## src/rtl/elev_pkg.sv

```systemverilog
// elev_pkg: shared types for the elevator group controller
package elev_pkg;
  typedef enum logic [1:0] {NORMAL = 2'b00, UP_PEAK = 2'b01, DOWN_PEAK = 2'b10} traffic_e;
  typedef enum logic [2:0] {IDLE, SCAN, COST, ISSUE, WAIT_ACK} disp_state_e;
  typedef logic dir_t;
  localparam dir_t DIR_UP = 1'b1;
  localparam dir_t DIR_DN = 1'b0;
endpackage

```

## src/rtl/elev_cost_min.sv

```systemverilog
// elev_cost_min: combinational min-cost car selection, one-hot result, lowest index wins ties
module elev_cost_min import elev_pkg::*; #(
  parameter int N_CARS = 2,
  parameter int FLOOR_W = 3,
  parameter int DIR_PENALTY = 4
) (
  input  logic [N_CARS*FLOOR_W-1:0] car_floor,
  input  logic [N_CARS-1:0]         car_dir,
  input  logic [N_CARS-1:0]         car_idle,
  input  logic [FLOOR_W-1:0]        call_floor,
  output logic [N_CARS-1:0]         win
);
  localparam int CW = FLOOR_W + $clog2(DIR_PENALTY + 1) + 1;
  logic [CW-1:0] cost, best;
  logic [FLOOR_W-1:0] f;
  logic away;
  // best starts above any reachable cost, so car 0 always seeds the search
  always_comb begin
    win = '0;
    best = '1;
    cost = '0;
    f = '0;
    away = 1'b0;
    for (int k = 0; k < N_CARS; k++) begin
      f = car_floor[k*FLOOR_W +: FLOOR_W];
      away = !car_idle[k] && (car_dir[k] == DIR_UP ? call_floor < f : call_floor > f);
      cost = CW'(f > call_floor ? f - call_floor : call_floor - f) + (away ? CW'(DIR_PENALTY) : '0);
      if (cost < best) begin
        best = cost;
        win = '0;
        win[k] = 1'b1;
      end
    end
  end
endmodule

```

## src/rtl/elevator_group_ctrl.sv

```systemverilog
// elevator_group_ctrl: hall-call registration, min-cost dispatch over valid/ack, parking floors
module elevator_group_ctrl import elev_pkg::*; #(
  parameter int N_CARS = 2,
  parameter int N_FLOORS = 7,
  parameter int DIR_PENALTY = 4,
  parameter int ACK_TIMEOUT = 16,
  localparam int FLOOR_W = $clog2(N_FLOORS)
) (
  input  logic                      clk,
  input  logic                      reset,
  input  logic [1:0]                traffic_state,
  input  logic                      hall_req_valid,
  input  logic [FLOOR_W-1:0]        hall_req_floor,
  input  logic                      hall_req_dir,
  output logic                      hall_req_err,
  input  logic [N_CARS*FLOOR_W-1:0] car_floor,
  input  logic [N_CARS-1:0]         car_dir,
  input  logic [N_CARS-1:0]         car_idle,
  input  logic [N_CARS-1:0]         car_arrive,
  output logic [N_CARS-1:0]         car_call_valid,
  output logic [FLOOR_W-1:0]        car_call_floor,
  input  logic [N_CARS-1:0]         car_call_ack,
  output logic [N_CARS*FLOOR_W-1:0] car_default_floor,
  output logic [N_FLOORS-1:0]       pending_up,
  output logic [N_FLOORS-1:0]       pending_dn
);
  localparam int NS = 2 * N_FLOORS;
  localparam int SW = $clog2(NS);
  localparam int TW = $clog2(ACK_TIMEOUT + 1);

  // up slots occupy 0..N_FLOORS-1, down slots N_FLOORS..2*N_FLOORS-1
  function automatic logic [SW-1:0] slot_of(input logic [FLOOR_W-1:0] f, input dir_t d);
    return d == DIR_UP ? SW'(f) : SW'(f) + SW'(N_FLOORS);
  endfunction

  disp_state_e state, state_n;
  logic [NS-1:0] pending, assigned, avail, set, clr;
  logic [SW-1:0] ptr, sel, scan_idx, req_slot;
  logic scan_hit, req_ok, active, ack_hit, timeout;
  logic [TW-1:0] cnt;
  logic [FLOOR_W-1:0] sel_floor;
  logic [N_CARS-1:0] win;
  logic [N_CARS*FLOOR_W-1:0] park;

  assign pending_up = pending[N_FLOORS-1:0];
  assign pending_dn = pending[NS-1:N_FLOORS];
  assign avail = pending & ~assigned;
  assign req_slot = slot_of(hall_req_floor, hall_req_dir);
  assign req_ok = int'(hall_req_floor) < N_FLOORS
                  && !(hall_req_dir == DIR_UP && int'(hall_req_floor) == N_FLOORS - 1)
                  && !(hall_req_dir == DIR_DN && hall_req_floor == '0);
  assign active = state == ISSUE || state == WAIT_ACK;
  assign ack_hit = active && |(car_call_ack & car_call_valid);
  assign timeout = active && cnt == TW'(ACK_TIMEOUT - 1);
  assign sel_floor = FLOOR_W'(int'(sel) >= N_FLOORS ? int'(sel) - N_FLOORS : int'(sel));

  elev_cost_min #(.N_CARS(N_CARS), .FLOOR_W(FLOOR_W), .DIR_PENALTY(DIR_PENALTY)) u_cost (
    .car_floor (car_floor),
    .car_dir   (car_dir),
    .car_idle  (car_idle),
    .call_floor(sel_floor),
    .win       (win)
  );

  always_comb begin
    state_n = state;
    case (state)
      IDLE:    state_n = |avail ? SCAN : IDLE;
      SCAN:    state_n = scan_hit ? COST : IDLE;
      COST:    state_n = avail[sel] ? ISSUE : IDLE;
      default: state_n = ack_hit || timeout ? IDLE : WAIT_ACK;
    endcase
  end

  // descending loop so the slot nearest the round-robin pointer is written last
  always_comb begin
    scan_hit = 1'b0;
    scan_idx = '0;
    for (int i = NS - 1; i >= 0; i--)
      if (avail[(int'(ptr) + i) % NS]) begin
        scan_hit = 1'b1;
        scan_idx = SW'((int'(ptr) + i) % NS);
      end
  end

  // a fresh call beats an arrival on the same slot
  always_comb begin
    clr = '0;
    set = '0;
    for (int k = 0; k < N_CARS; k++)
      if (car_arrive[k]) clr[slot_of(car_floor[k*FLOOR_W +: FLOOR_W], car_dir[k])] = 1'b1;
    if (hall_req_valid && req_ok) set[req_slot] = ~pending[req_slot] | clr[req_slot];
  end

  always_comb begin
    park = '0;
    for (int k = 0; k < N_CARS; k++)
      park[k*FLOOR_W +: FLOOR_W] = traffic_state == UP_PEAK ? '0 : FLOOR_W'(k * (N_FLOORS - 1) / (N_CARS - 1));
  end

  always_ff @(posedge clk) begin
    if (reset) begin
      state <= IDLE;
      pending <= '0;
      assigned <= '0;
      ptr <= '0;
      sel <= '0;
      cnt <= '0;
      car_call_valid <= '0;
      car_call_floor <= '0;
      hall_req_err <= 1'b0;
      car_default_floor <= '0;
    end else begin
      state <= state_n;
      pending <= set | (pending & ~clr);
      assigned <= ~set & ~clr & (assigned | (ack_hit ? NS'(1) << sel : '0));
      hall_req_err <= hall_req_valid & ~req_ok;
      car_default_floor <= park;
      if (state == SCAN) sel <= scan_idx;
      if (state == COST && state_n == ISSUE) begin
        car_call_valid <= win;
        car_call_floor <= sel_floor;
        cnt <= '0;
        ptr <= int'(sel) == NS - 1 ? '0 : sel + SW'(1);
      end else if (ack_hit || timeout) car_call_valid <= '0;
      else if (active) cnt <= cnt + TW'(1);
    end
  end
endmodule
```

## config.mk

```make
export PLATFORM = sky130hd
export DESIGN_NAME = elevator_group_ctrl
export DESIGN_NICKNAME = d
export VERILOG_FILES = /design/src/rtl/elev_pkg.sv /design/src/rtl/elev_cost_min.sv /design/src/rtl/elevator_group_ctrl.sv
export SDC_FILE = /design/constraint.sdc
export NUM_CORES = 1
export LEC_CHECK = 0
export ABC_AREA = 1
export CAP_MARGIN = 25
export CORE_MARGIN = 1.5
export CORE_UTILIZATION = 65
export CTS_CLUSTER_DIAMETER = 50
export DETAILED_ROUTE_END_ITERATION = 16
export PLACE_DENSITY = 0.86
export SLEW_MARGIN = 20
export SYNTH_ARGS = -nofsm -noshare
export SYNTH_HDL_FRONTEND = slang
export SYNTH_SLANG_ARGS = --single-unit
```

## constraint.sdc

```tcl
create_clock -name clk -period 11.8 [get_ports clk]
set_input_delay 3.54 -clock clk [delete_from_list [all_inputs] [get_ports clk]]
set_output_delay 3.54 -clock clk [all_outputs]
set_load 0.02 [all_outputs]
```

=== Yosys cells after proc, flatten, opt, wreduce, memory -nomap -nowiden ===
Index checks and enable logic that the tools add are counted.
Widths: inputs -> output; s select.

* Eq/ne operators: 9
* Bitwise gates (word level): 18
* Reductions and logical operators: 26
* $lt $le $gt $ge: 31
* Muxes and demuxes: 108
* Divide/modulo/power cells: 14
* Shift-type cells: 1
* $add $sub $neg: 25

{| class="wikitable"
|+ Operator list
! operator !! count
|-
| $lt 32x6->1 const B || 14
|-
| $mod 32x5->32 const B || 13
|-
| $mux 4 || 18
|-
| $and 14x14->14 || 5
|-
| $bmux 1 s4 || 17
|-
| $mux 14 || 4
|-
| $mux 1 || 52
|-
| $not 14->14 || 3
|-
| $or 14x14->14 || 3
|-
| $mod 5x5->32 const B || 1
|-
| $add 4x4->5 const B || 6
|-
| $mux 7 || 3
|-
| $add 4x3->5 const B || 4
|-
| $lt 4x5->1 const B || 4
|-
| $sub 3x3->4 || 4
|-
| $mux 3 || 5
|-
| $add 7x7->7 || 2
|-
| $reduce_or 14->1 || 1
|-
| $shl 1x4->14 const A || 1
|-
| $logic_and 1x1->1 || 13
|-
| $add 3x3->4 const B || 3
|-
| $demux 1 s4 || 3
|-
| $eq 3x2->1 const B || 4
|-
| $ge 4x1->1 const B || 3
|-
| 28 further kinds || 46
|}

* Logic and storage cells: 243
* Bits in registers: 56

=== Logic depth before layout (Yosys ltp) ===
Gate-level depths: netlist (run 1).

* Word-level depth: 24
* Mapped depth: 40

=== Hierarchy ===
From an unflattened synthesis (run 1), not the netlist that was laid out.

* Cell total of the unflattened synthesis: 1333
* Area total of the unflattened synthesis: 7796.2 µm²

{| class="wikitable"
|+ By module, submodules not included
! module !! area an instance (µm²) !! instances !! cells each
|-
| elevator_group_ctrl || 6982.9 || 1 || 1218
|-
| elev_cost_min || 813.3 || 1 || 115
|}

=== Worst setup path before layout (run 1) ===
No wires, ideal clock.

* Path type: input -> register
* Start: input car_floor[0]
* End: register car_call_valid[0]
* Slack: 5649 ps
* Stages on the path: 18
* Arrival: 6017 ps
* Required time: 11666 ps
* Cells stage by stage: inv_1 > ha_1 > fa_1 > inv_1 > fa_1 > nand2_1 > o21ai_0 > ha_1 > inv_1 > ha_1 > a21oi_1 > nand2_1 > a21oi_1 > o21ai_0 > a21oi_1 > nor2_1 > o31ai_1 > a21oi_1

* Word-level cells in the longest chain between the ends: 10
* Elaborated cells between the ends (all ways): 16

{| class="wikitable"
|+ RTL lines
! what !! RTL line !! RTL
|-
| start, declared || elevator_group_ctrl.sv:16 || <nowiki>input logic [N_CARS*FLOOR_W-1:0] car_floor,</nowiki>
|-
| $gt 3x3->1 or $lt 3x3->1 (tied branches) || elev_cost_min.sv:26 || <nowiki>away = !car_idle[k] && (car_dir[k] == DIR_UP ? call_floor < f : call_floor > f);</nowiki>
|-
| $mux 1 || elev_cost_min.sv:26 ||
|-
| $logic_and 1x1->1 || elev_cost_min.sv:26 ||
|-
| $mux 3 || elev_cost_min.sv:27 || <nowiki>cost = CW'(f > call_floor ? f - call_floor : call_floor - f) + (away ? CW'(DIR_PENALTY) : '0);</nowiki>
|-
| $add 7x7->7 * || elev_cost_min.sv:27 ||
|-
| $lt 7x7->1 || elev_cost_min.sv:28 || <nowiki>if (cost < best) begin</nowiki>
|-
| $mux 7 || elev_cost_min.sv:28 ||
|-
| $lt 7x7->1 || elev_cost_min.sv:28 ||
|-
| $mux 2 * || elev_cost_min.sv:28 ||
|-
| $mux 2 * || elevator_group_ctrl.sv:120 || <nowiki>if (state == COST && state_n == ISSUE) begin</nowiki>
|-
| end signal, assigned || elevator_group_ctrl.sv:121 || <nowiki>car_call_valid <= win;</nowiki>
|-
| end, declared || elevator_group_ctrl.sv:20 || <nowiki>output logic [N_CARS-1:0] car_call_valid,</nowiki>
|}

Every way passes the cells marked *; elsewhere a longest branch is shown, timed or not.
A chain may end at the register's enable or synchronous reset.

=== Worst setup path in the final report (run 1) ===
* Start: input car_floor[1]
* End: register assigned[1]

* Word-level cells in the longest chain between the ends: 17
* Elaborated cells between the ends (all ways): 19

{| class="wikitable"
|+ RTL lines
! what !! RTL line !! RTL
|-
| $add 3x3->4 || elevator_group_ctrl.sv:33 || <nowiki>return d == DIR_UP ? SW'(f) : SW'(f) + SW'(N_FLOORS);</nowiki>
|-
| $mux 4 * || elevator_group_ctrl.sv:33 ||
|-
| $lt 4x5->1 (not written as such) or $ge 4x1->1 (tied branches) || elevator_group_ctrl.sv:91 || <nowiki>if (car_arrive[k]) clr[slot_of(car_floor[k*FLOOR_W +: FLOOR_W], car_dir[k])] = 1'b1;</nowiki>
|-
| $logic_and 1x1->1 (not written as such) || elevator_group_ctrl.sv:91 ||
|-
| $mux 1 (not written as such) || elevator_group_ctrl.sv:91 ||
|-
| $demux 1 s4 * || elevator_group_ctrl.sv:91 ||
|-
| $mux 14 * || elevator_group_ctrl.sv:91 ||
|-
| $or 14x14->14 (no source line) || n/a ||
|-
| $mux 14 * || elevator_group_ctrl.sv:91 ||
|-
| $bmux 1 s4 || elevator_group_ctrl.sv:92 || <nowiki>if (hall_req_valid && req_ok) set[req_slot] = ~pending[req_slot] | clr[req_slot];</nowiki>
|-
| $mux 1 (not written as such) || elevator_group_ctrl.sv:92 ||
|-
| $or 1x1->1 || elevator_group_ctrl.sv:92 ||
|-
| $and 14x14->14 (no source line) || n/a ||
|-
| $mux 14 || elevator_group_ctrl.sv:92 ||
|-
| $not 14->14 || elevator_group_ctrl.sv:116 || <nowiki>assigned <= ~set & ~clr & (assigned | (ack_hit ? NS'(1) << sel : '0));</nowiki>
|-
| $and 14x14->14 * (2 in a row) || elevator_group_ctrl.sv:116 ||
|-
| end signal, assigned || elevator_group_ctrl.sv:116 ||
|-
| end, declared || elevator_group_ctrl.sv:37 || <nowiki>logic [NS-1:0] pending, assigned, avail, set, clr;</nowiki>
|}

Every way passes the cells marked *; elsewhere a longest branch is shown, timed or not. The select of a mux whose other input is x is not followed.

==> metrics.yaml, run 1 <==
outcome: "finished clean"
crit_required_ns: 12.00
internal-power_w: 0.0003630
hold_violations: 0
synth_cells: 1265
reg2reg_from: "sel[0]$_SDFFE_PP0P_"
cts-root-buf: "clkbuf_16"
setup_viol: 0
yosys.area.top_type: "nand2_1"
rows: 39
end_kind: "flop"
die_area_mm2: 0.01235
tns_ns: 0
vias: 8404
report.final.slew_viol_count: 0
drt_iter0_drc: 826
gp_congestion: 1.040
cts_hold_buf: 0
synthFlopType: "dfxtp_1"
clockBufferDepth: 2
period_minus_slack_ns: 6.747
cts_inserted_buffers: 5
critical_path_class: "in2reg"
drv_cap: 0
cp_max_fo: 6
postRouteAntennaNets: 0
synth.distinct_cells: 66
drc_errors: 0
finClkSkew_ns: 0.008430
drt_wl_total_um: 21390
worst_hold_startpoint: "assigned[12]$_SDFF_PP0_"
viasPerCell: 5.820
irDropWorstVdd_mv: 0.07498
total_power_w: 0.0005805
yosys-top-cells-count: "nand2_1, inv_1, nor2_1"
path_clk_slew_ns: 0.07
die_w_um: 111.1
dp_hpwl_um: 17040
synth_top_area_share_pct: 17.24
synth_edf_count: 0
synth_area_mm2: 0.007597
syn_to_final_growth_pct: 9.157
synth-async-reset-ratio_pct: 0
hold_class: "reg2reg"
start_util_pct: 66.54
worstSetupStartpointType: "input port"
pwr_density_cell_mw_per_mm2: 70.00
rsz0062_at_grt: "no"
cts_tree: "done"
finalCritPeriodShare_pct: 57.18
ys_seq_area_share_pct: 13.44
ios: 49
switchingPower_w: 0.0002176
die_h_um: 111.1
routedWlPerCell_um: 14.81
synth_seq_cells: 51
fillers: 1059
relSlewSlack_pct: 34.68
startpoint: "car_floor[1]"
overflow: 0
insertion_delay_ns: 0.30
seq_area_mm2: 0.001021
core-area_mm2: 0.01142
grt_max_degree: 34
cp.arrival_ns: 6.94
ys_warn_count: 0
first_pass_iters: 8
p_leak_nw: 4.149
post_cts_resized: 0
grt_pass1_wl_um: 35200
synth.most_common_cell: "nand2_1"
antenna_cells: 0
synthTopCellsByArea: "nand2_1, dfxtp_1, ha_1, inv_1, a21oi_1"
worstMarginPinSlew_ns: 0.9695
nets: 1407
seqPwrFrac_pct: 31.4
p_clk_share_pct: 29.2
syn_avg_cell_area_um2: 6.006
grt_pass1_vias: 7602
antenna_found_initial: 0
max_freq_ghz: 0.1482
multi_input_area_mm2: 0.005670
switching_share_pct: 37.47
pwr-share-comb_pct: 39.4
cts_sinks: 51
drive_gt1_share_pct: 6.841
io_buffers: 44
postCtsSetupBuffers: 0
htreeDepth: 2
track_usage_pct: 34.17
## cell usage in the layout (no fill, tap or decap), types with 23 or more instances in the layout
cell             count
clkdlybuf4s50_1     44
inv_1              182
ha_1                76
nand2_1            349
xor2_1              23
nand3_1             76
nor2_1              98
o21ai_0             72
a21oi_1             79
o21ai_1             35
dfxtp_1             51
## area by class of cell
type	count	share of cell area, %
Clock buffer	5	1.509
Clock inverter	3	0.5582
Inverter	204	9.324
Multi-Input combinational cell	989	68.38
Sequential cell	51	12.31
Tap cell	143	2.158
Timing Repair Buffer	49	5.763
## logic make-up after synthesis
group / count (synthesis) / synth area share (%)
compound gates: 272 / 21.33
xor+xnor: 30 / 4.249
fa+ha+maj: 84 / 14.62
buf+inv: 228 / 12.07
flops: 51 / 13.44
mux: 2 / 0.2635
other cells: 1 / 0.04936
simple gates: 597 / 33.98
## worst max-delay path: stages
cell and delay [ns]:
clkdlybuf4s50_1 0.59, inv_1 0.13, ha_1 0.28, o21ai_0 0.30, inv_1 0.10, nor3_1 0.33, a22o_1 0.20, inv_1 0.07
o22ai_1 0.16, a21oi_1 0.05, o21ai_0 0.16, nor4b_1 0.07, nor2_1 0.31, inv_2 0.10, nor2_1 0.24, nand2_1 0.13
o211ai_1 0.12, inv_1 0.06
## power by group through the flow
stage               clock network [W]  registers (W)  logic, W
floorplan                           0       0.000184  0.000167
global placement                    0       0.000186  0.000221
detailed placement                  0       0.000186  0.000225
global route                 0.000178       0.000183  0.000264
finish                       0.000170       0.000182  0.000229
CTS                          0.000170       0.000182  0.000227
## through the flow
| step | utilization [%] | area, um2 | hold slack (ns) | setup slack, ns | instances |
|---|---|---|---|---|---|
| after floorplan | - | 7609 | 0.4288 | 5.649 | 1268 |
| after global placement | 71.13 | 8122 | 0.4415 | 4.950 | 1436 |
| after detailed placement | 71.13 | 8122 | 0.4468 | 4.860 | 1436 |
| after CTS | 72.63 | 8293 | 0.4675 | 5.135 | 1444 |
| after global routing | 72.63 | 8293 | 0.4850 | 4.766 | 1444 |
| final | 72.63 | 8293 | 0.4798 | 5.053 | 1444 |
## metal layers
layer / vias to the layer above / share of wire [%] / global-route usage, %
met2: 381 / 47 / 60.12
met1: 3727 / 41 / 40.84
met4: 0 / 5.7 / 19.92
li1: 4214 / - / -
met3: 82 / 6.4 / 2.624
met5: - / 0 / 0
## state kept, by name (all words and copies together), names as in the netlist
register,flops
sel,4
car_call_floor,3
hall_req_err,1
assigned,14
ptr,4
state,3
cnt,5
car_call_valid,2
pending,14
car_default_floor,1
## path summary, 6_finish.rpt
check | end | cells past startpoint | slack [ns]
hold reg to reg | assigned[12]$_SDFF_PP0_ | 2 | 0.48
setup reg to reg | car_call_valid[0]$_SDFFE_PP0P_ | 18 | 6.82
hold / removal | assigned[12]$_SDFF_PP0_ | 2 | 0.48
setup / recovery | assigned[1]$_SDFF_PP0_ | 18 | 5.05
Power figures use the tool's default switching activity.
==> inputs of run 2 (changes only) <==
--- a/config.mk
+++ b/config.mk
@@ -8,10 +8,10 @@
 export ABC_AREA = 1
 export CAP_MARGIN = 25
 export CORE_MARGIN = 1.5
-export CORE_UTILIZATION = 65
+export CORE_UTILIZATION = 62
 export CTS_CLUSTER_DIAMETER = 50
 export DETAILED_ROUTE_END_ITERATION = 16
-export PLACE_DENSITY = 0.86
+export PLACE_DENSITY = 0.83
 export SLEW_MARGIN = 20
 export SYNTH_ARGS = -nofsm -noshare
 export SYNTH_HDL_FRONTEND = slang
==> constraint.sdc (replaced) <==
create_clock -name clk -period 6.6 [get_ports clk]
set_input_delay 1.98 -clock clk [delete_from_list [all_inputs] [get_ports clk]]
set_output_delay 1.98 -clock clk [all_outputs]
set_load 0.02 [all_outputs]
==> run 2 against run 1 <==
Against the previous run:
- register-to-register slack worse by 4.8 ns
- count of clock-buffer cells in the layout unchanged
- sequential power rose by 79%
- global-route usage shrank 0.058 points
==> metrics.yaml, run 2 (same netlist as run 1, synthesis figures left out) <==
start_util_pct: 63.51  # -3.0 points
r2r_end: "car_call_valid[0]$_SDFFE_PP0P_"
max_freq_ghz: 0.1939
routedWlPerCell_um: 14.91  # +0.61%
final_core_util_pct: 69.44  # -3.2 points
pwr-share-comb_pct: 39.1  # -0.3 points
crit_required_ns: 6.79  # -5.21 ns
finalCritPeriodShare_pct: 78.13
relSlewSlack_pct: 47.95  # +13 points
drt_iter0_drc: 659  # -20%
cts_tree: "done"
crit_top_cell: "inv_1"
reg2reg_from: "sel[0]$_SDFFE_PP0P_"
clockBufferDepth: 2  # unchanged
hold_violations: 0  # unchanged
final_cell_mix: "nand2_1, inv_1, nor2_1"
top_regs: "assigned x14, pending x14, cnt x5"
vias: 8281  # -1.5%
period_minus_slack_ns: 5.156
core-area_mm2: 0.01196  # +4.8%
first_pass_iters: 5  # -3
gp_congestion: 0.9680  # -6.9%
worstSetupStartpointType: "input port"
insertion_delay_ns: 0.30  # about the same
cts_sinks: 51  # unchanged
grt_pass1_vias: 7586  # -0.21%
critical_path_class: "in2reg"
rsz0062_at_grt: "no"
report.final.slew_viol_count: 0  # unchanged
path_clk_slew_ns: 0.07  # about the same
startpoint: "car_floor[1]"
max_stage_delay_ns: 0.58  # about the same
seqPwrFrac_pct: 31.3  # about the same
cp_cell_sequence: "clkdlybuf4s50_1, inv_1, ha_1, o21ai_0, inv_1, nor3_1, a22o_1, inv_1, o22ai_1, a21oi_1, o21ai_0, nor4b_1, nor2_1, inv_2, nor2_1, nand2_1, o2111ai_1, inv_1"
cp_max_fo: 6  # unchanged
overflow: 0  # unchanged
antenna_found_initial: 0  # unchanged
hold_class: "reg2reg"
drc_errors: 0  # unchanged
p_leak_nw: 4.154  # +0.13%
drv_cap: 0  # unchanged
outcome: "finished clean"
die_w_um: 113.7  # +2.3%
tns_ns: 0  # unchanged
rrSetupSlack_ns: 2.07  # -4.75 ns
ios: 49  # unchanged
end_kind: "flop"
switching_share_pct: 37.61  # +0.13 points
pwr_density_cell_mw_per_mm2: 125.3  # +79%
drt_wl_total_um: 21600  # +0.96%
nets: 1408  # +0.071%
grt_max_degree: 34  # unchanged
grt_pass1_wl_um: 35840  # +1.8%
post_cts_resized: 0  # unchanged
io_buffers: 44  # unchanged
worstMarginPinSlew_ns: 0.7726  # -0.1970 ns
switchingPower_w: 0.0003914  # +80%
rows: 40  # +2.6%
die_h_um: 113.7  # +2.3%
antenna_cells: 0  # unchanged
internal-power_w: 0.0006494  # +79%
postCtsSetupBuffers: 0  # unchanged
drive_gt1_share_pct: 6.912  # +0.072 points
syn_to_final_growth_pct: 9.322
irDropWorstVdd_mv: 0.1330  # +77%
worst_path_max_delay_cell: "clkdlybuf4s50_1"
r2r_cells: 18  # unchanged
p_clk_share_pct: 29.6  # +0.4 points
worstSetupEndpoint: "assigned[5]$_SDFF_PP0_"
die_area_mm2: 0.01293  # +4.7%
setup_viol: 0  # unchanged
cts-root-buf: "clkbuf_16"
track_usage_pct: 34.12  # -0.058 points
postRouteAntennaNets: 0  # unchanged
cts_hold_buf: 0  # unchanged
cp.arrival_ns: 5.35  # -1.59 ns
finClkSkew_ns: 0.005083  # -0.003347 ns
cts_inserted_buffers: 5  # unchanged
dp_hpwl_um: 17400  # +2.1%
layout_commonest_cell: "nand2_1"
htreeDepth: 2  # unchanged
viasPerCell: 5.715  # -1.8%
-- run 2: changes by cell type in the layout (fill, tap and decap cells not counted), sizes merged --
cell  previous run  this run
buf              5         6
-- run 2: worst min path at each step --
stage                       startpoint                 endpoint  cells after the start
6_report       assigned[12]$_SDFF_PP0_  assigned[12]$_SDFF_PP0_                      2
5_1_grt        assigned[12]$_SDFF_PP0_  assigned[12]$_SDFF_PP0_                      2
4_1_cts        assigned[12]$_SDFF_PP0_  assigned[12]$_SDFF_PP0_                      2
3_5_place_dp   assigned[11]$_SDFF_PP0_  assigned[11]$_SDFF_PP0_                      2
3_3_place_gp   assigned[12]$_SDFF_PP0_  assigned[12]$_SDFF_PP0_                      2
2_1_floorplan  assigned[11]$_SDFF_PP0_  assigned[11]$_SDFF_PP0_                      2
-- run 2: metrics by stage --
| stage | power (W) | setup slack, ns | cells | hold WS [ns] | area [um2] |
|---|---|---|---|---|---|
| after floorplan | 0.0006279 | 2.009 | 1268 | 0.4288 | 7609 |
| after global placement | 0.0007291 | 1.310 | 1441 | 0.4411 | 8134 |
| after detailed placement | 0.0007363 | 1.201 | 1441 | 0.4470 | 8134 |
| after CTS | 0.001037 | 1.505 | 1449 | 0.4650 | 8305 |
| after global routing | 0.001119 | 1.047 | 1449 | 0.4732 | 8305 |
| final | 0.001041 | 1.444 | 1449 | 0.4667 | 8305 |
-- run 2: power by group through the flow --
stage	registers (W)	clock network [W]	logic (W)
5_1_grt	0.000327	0.000318	0.000474
2_1_floorplan	0.000330	0	0.000298
3_5_place_dp	0.000332	0	0.000404
3_3_place_gp	0.000332	0	0.000397
6_report	0.000326	0.000308	0.000407
4_1_cts	0.000325	0.000307	0.000405
-- run 2: layer usage --
metal	global-route usage [%]	up-vias	routed length [um]
met5	0	-	0
met4	18.67	0	1174
met3	2.285	65	1080
met2	59.64	276	10180
met1	41.88	3723	9165
li1	-	4217	-
-- run 2: layout make-up --
class / count / area [um2]
inverter: 204 / 773.2
clock buffer: 5 / 125.1
timing repair buffer: 50 / 485.5
multi-input combinational: 989 / 5670
fill: 1124 / 3656
tap: 147 / 183.9
clock inverter: 3 / 46.29
sequential: 51 / 1021
-- run 2: worst max-delay path: cells and delay by family --
family	cells	cell delay [ns]
simple gates	5	1.08
buf+inv	6	1.06
compound gates	6	0.94
fa+ha+maj	1	0.29
